`src/rtl/bus_fifo_slave.sv`:
```
// rtl/bus_fifo_slave.sv - bus register slave feeding a byte FIFO drained by a local consumer
module bus_fifo_slave #(
  parameter int DEPTH = 16,
  parameter int PTR_W = 4
) (
  input  logic        clk,
  input  logic        reset,
  input  logic        s_cs_,
  input  logic        s_as_,
  input  logic        s_rw,
  input  logic [29:0] s_addr,
  input  logic [31:0] s_wr_data,
  output logic [31:0] s_rd_data,
  output logic        s_rdy_,
  input  logic        fifo_pop,
  output logic [7:0]  fifo_data,
  output logic        fifo_empty,
  output logic        fifo_full
);

  typedef enum logic [1:0] {IDLE, ACK, WAIT_SPACE} state_t;

  localparam logic [1:0]       OFF_DATA   = 2'd0;
  localparam logic [1:0]       OFF_STATUS = 2'd1;
  localparam logic [1:0]       OFF_CTRL   = 2'd2;
  localparam logic [PTR_W:0]   DEPTH_C    = (PTR_W+1)'(DEPTH);
  localparam logic [PTR_W:0]   CNT_ONE    = (PTR_W+1)'(1);
  localparam logic [PTR_W-1:0] PTR_ONE    = PTR_W'(1);

  state_t           state, next_state;
  logic [7:0]       mem [DEPTH];
  logic [PTR_W-1:0] wr_ptr, rd_ptr;
  logic [PTR_W:0]   count;
  logic [8:0]       count_ext;
  logic             cap_rw;
  logic [1:0]       cap_off;
  logic [7:0]       cap_byte;
  logic             start, data_wr, flush, push, pop;
  logic [7:0]       push_data;
  logic             rdy_d;
  logic [31:0]      rd_d;
  logic             unused_bits;

  assign unused_bits = ^{s_addr[29:2], s_wr_data[31:8]};

  assign fifo_empty = (count == '0);
  assign fifo_full  = (count == DEPTH_C);
  assign fifo_data  = mem[rd_ptr];
  assign count_ext  = 9'(count);

  assign start   = (state == IDLE) && !s_cs_ && !s_as_;
  assign data_wr = !s_rw && (s_addr[1:0] == OFF_DATA);
  assign flush   = start && !s_rw && (s_addr[1:0] == OFF_CTRL) && s_wr_data[0];
  // A stalled write pushes the byte captured at its start edge, not the live bus.
  assign push    = (start && data_wr && !fifo_full) ||
                   ((state == WAIT_SPACE) && !fifo_full && !cap_rw && (cap_off == OFF_DATA));
  assign push_data = (state == WAIT_SPACE) ? cap_byte : s_wr_data[7:0];
  assign pop     = fifo_pop && !fifo_empty;

  always_ff @(posedge clk or posedge reset) begin
    if (reset) begin
      state     <= IDLE;
      s_rdy_    <= 1'b1;
      s_rd_data <= '0;
      cap_rw    <= 1'b0;
      cap_off   <= '0;
      cap_byte  <= '0;
    end else begin
      state     <= next_state;
      s_rdy_    <= rdy_d;
      s_rd_data <= rd_d;
      if (start) begin
        cap_rw   <= s_rw;
        cap_off  <= s_addr[1:0];
        cap_byte <= s_wr_data[7:0];
      end
    end
  end

  always_comb begin
    next_state = state;
    case (state)
      IDLE:       if (start) next_state = (data_wr && fifo_full) ? WAIT_SPACE : ACK;
      WAIT_SPACE: if (!fifo_full) next_state = ACK;
      ACK:        next_state = IDLE;
      default:    next_state = IDLE;
    endcase
  end

  always_comb begin
    rdy_d = (next_state != ACK);
    rd_d  = '0;
    if (start && s_rw && (s_addr[1:0] == OFF_STATUS))
      rd_d = {15'b0, count_ext, 6'b0, fifo_full, fifo_empty};
  end

  always_ff @(posedge clk) begin
    if (push) mem[wr_ptr] <= push_data;
  end

  // Flush wins over any push or pop landing on the same edge.
  always_ff @(posedge clk or posedge reset) begin
    if (reset) begin
      wr_ptr <= '0;
      rd_ptr <= '0;
      count  <= '0;
    end else if (flush) begin
      wr_ptr <= '0;
      rd_ptr <= '0;
      count  <= '0;
    end else begin
      if (push) wr_ptr <= wr_ptr + PTR_ONE;
      if (pop)  rd_ptr <= rd_ptr + PTR_ONE;
      case ({push, pop})
        2'b10:   count <= count + CNT_ONE;
        2'b01:   count <= count - CNT_ONE;
        default: count <= count;
      endcase
    end
  end

endmodule
```
`config.mk`:
```
export PLATFORM = sky130hd
export DESIGN_NAME = bus_fifo_slave
export DESIGN_NICKNAME = d
export VERILOG_FILES = /design/src/rtl/bus_fifo_slave.sv
export SDC_FILE = /design/constraint.sdc
export NUM_CORES = 1
export LEC_CHECK = 0
export ABC_AREA = 0
export CAP_MARGIN = 20
export CORE_ASPECT_RATIO = 1.25
export CORE_MARGIN = 5
export CORE_UTILIZATION = 55
export DETAILED_ROUTE_END_ITERATION = 6
export PLACE_DENSITY_LB_ADDON = 0.08
export SLEW_MARGIN = 20
export SYNTH_ARGS = -nofsm -noshare
export SYNTH_HDL_FRONTEND = slang
export SYNTH_SLANG_ARGS = --single-unit
```
`constraint.sdc`:
```
create_clock -name clk -period 5.07 [get_ports clk]
set_clock_uncertainty 0.15 [all_clocks]
set_input_delay 0.507 -clock clk [delete_from_list [all_inputs] [get_ports clk]]
set_output_delay 0.507 -clock clk [all_outputs]
set_load 0.02 [all_outputs]
```
==> metrics.csv <==
metric,value,unit
distinct cell type count of the synthesized netlist,47,
latest clock arrival within the worst-skew pair,410,ps
IO Count,111,
post-layout min period,3710,ps
R2R Path End,mem[0][1]$_DFFE_PP_,
"Warnings, synthesis",0,
worst-margin pin slew,916,ps
Placer Congestion,0.825,
Wirelength per Cell,21.2,microns
initial antenna violation count,0,
final setup TNS,0,ps
total global-route track usage,18.4,%
CTS tree,yes,
gr ovfl total,0,
Fmax achieved,270,MHz
postcts setup bufs,0,
I/O Buffers,33,
Slew Limit Fails,0,
"commonest non-fill, non-tap cell in the layout",edfxtp_1,
pin count of the biggest net entering global routing,36,
Synth Instances,378,
worst-case reg-to-reg path depth,5,
WS Path Type,flip-flop to primary output,
Die X,110,microns
pwr dens,495,nW/um^2
Final ANT Viol Nets,0,
crit path DAT,3050,ps
Fill cells,893,
VDD IR max,0.000242,V
# rows,45,
total CTS buffers,17,
vias in the first global route,3328,
worst slack at placement,1590,ps
post-CTS resize count,0,
fin crit share,73.1,%
Required @ worst endpoint,4410,ps
status,completed,
1st-pass router iterations,4,
Initial Util,56.3,%
Slew headroom,38.8,%
R2R Path Start,state[1]$_DFF_PP0_,
dpl hpwl,8.18,mm
setup violators final,0,
clock buffer depth,2,
share of cells above drive strength 1,24.5,%
Flop pwr share,44.3,%
total wire length,12.5,mm
post-synthesis cell area,6880,sq um
Switching Fraction,28.2,%
combinational power share,24.5,%
Async SR Flop Fraction,21.0,%
Switch Pwr,1090,uW
worst min path class,primary input to asynchronous set/reset pin,
Max-Cap Viols,0,
Clock Tree Root,clkbuf_16,
Die ar.,14900,sq um
die extent in y,135,microns
Worst setup EP type,primary output,
setup ws final,1360,ps
Internal Power,2780,uW
# nets final,490,
Diodes inserted,0,
RSZ-0062 raised after global routing,no,
Layout area overhead,13.4,%
Clock Sink Count,162,
leakage,0.00273,uW
Post-Syn Area per Cell,18.2,sq um
hold-fix buffers at CTS,0,
"commonest cells after routing, fill and taps aside","edfxtp_1 (128), mux4_2 (40), clkdlybuf4s50_1 (33), dfrtp_1 (31), conb_1 (25)",
first-pass GRT wire length,19.3,mm
Clock transition at path regs,60,ps
ys flop type,edfxtp_1,
via count,3318,
"Seq/Total Area, Yosys",68.3,%
"EDFF count, synth",128,
htree depth,4,
synthesis-stage register bit count,162,
peak fanout along the critical path,15,
final-report hold violation count,0,
CORE AREA,12200,sq um
DR vias/cell,5.60,
DR iter-0 viols,176,
power share of the clock group,31.2,%
flop2flop setup slack,1690,ps
DR DRC count,0,
crit start category,flip-flop,
## cells by family (layout without fill, tap and decap cells)
family,Yosys count,count (layout),share of synthesized area [%]
buffers and inverters,48,74,4.51
and+or+nand+nor,73,73,6.33
adders and majority gates,7,7,1.27
DFF,162,162,68.3
muxes,61,61,16.5
AOI/OAI and AO/OA,17,17,1.89
other,1,25,0.0545
xor gates and xnor gates,9,9,1.15
## power groups by stage
stage          Combinational, uW  Sequential, uW  Clock [uW]
6_report                     946            1710        1200
5_1_grt                     1020            1740        1280
4_1_cts                      964            1720        1220
3_5_place_dp                 963            1750           0
3_3_place_gp                 953            1740           0
2_1_floorplan                844            1570           0
## flip-flops by register name, indices dropped and copies added, names as in the netlist
signal     count
mem          128
cap_byte       8
s_rd_data      7
count          5
rd_ptr         4
wr_ptr         4
cap_off        2
state          2
cap_rw         1
s_rdy_         1
## cells in the mapped netlist (4+ instances only)
cell type / number / area share [%]
ha_1: 7 / 1.3
nor3_1: 5 / 0.36
a21oi_1: 4 / 0.29
nand2_1: 9 / 0.49
clkbuf_1: 7 / 0.38
mux2_2: 19 / 3.1
buf_2: 6 / 0.44
dfrtp_1: 33 / 12
and4_1: 5 / 0.64
nor2_1: 18 / 0.98
edfxtp_1: 128 / 56
mux4_2: 40 / 13
inv_1: 5 / 0.27
buf_4: 25 / 2.7
xor2_1: 8 / 1.0
and2_1: 18 / 1.6
## metal layers
layer	global-route usage, %	part of all wire [%]	vias up
li1	-	-	1489
met1	23.3	41	1732
met2	30.8	53	83
met3	5.12	4.4	14
met4	5.89	1.5	0
met5	0	0	-
## metrics by stage
step | cell area, sq um | utilization (%) | hold slack, ps | power (uW) | cells
3_3_place_gp | 7240 | 59.3 | 333 | 2700 | 560
2_1_floorplan | 6970 | - | 325 | 2420 | 402
6_report | 7800 | 63.8 | 336 | 3860 | 592
5_1_grt | 7800 | 63.8 | 369 | 4040 | 592
3_5_place_dp | 7240 | 59.3 | 343 | 2710 | 560
4_1_cts | 7800 | 63.8 | 349 | 3900 | 592
## worst max path at each step
stage	end	slack, ps	from	depth (start not counted)
floorplan	fifo_data[0]	2380	rd_ptr[0]$_DFFE_PP0P_	4
global placement	mem[0][7]$_DFFE_PP_	1670	s_addr[0]	6
detailed placement	mem[0][4]$_DFFE_PP_	1590	s_addr[0]	6
CTS	fifo_data[4]	1280	rd_ptr[0]$_DFFE_PP0P_	4
global route	fifo_data[3]	1190	rd_ptr[0]$_DFFE_PP0P_	4
finish	fifo_data[6]	1360	rd_ptr[0]$_DFFE_PP0P_	4
## layout make-up
| type | instances | area [sq um] | share of cell area [%] |
|---|---|---|---|
| inverter | 5 | 18.8 | 0.241 |
| multi-input combinational | 192 | 1960 | 25.1 |
| tap | 164 | 205 | 2.63 |
| timing repair buffer | 37 | 360 | 4.62 |
| sequential | 162 | 4700 | 60.3 |
| clock inverter | 11 | 114 | 1.46 |
| clock buffer | 21 | 440 | 5.65 |
## critical path, cell delays in order (launching register included)
cell	delay (ps)
dfrtp_2	670
buf_4	330
mux4_2	550
mux4_2	510
clkdlybuf4s50_1	570
(Power assumes the default switching activity.)
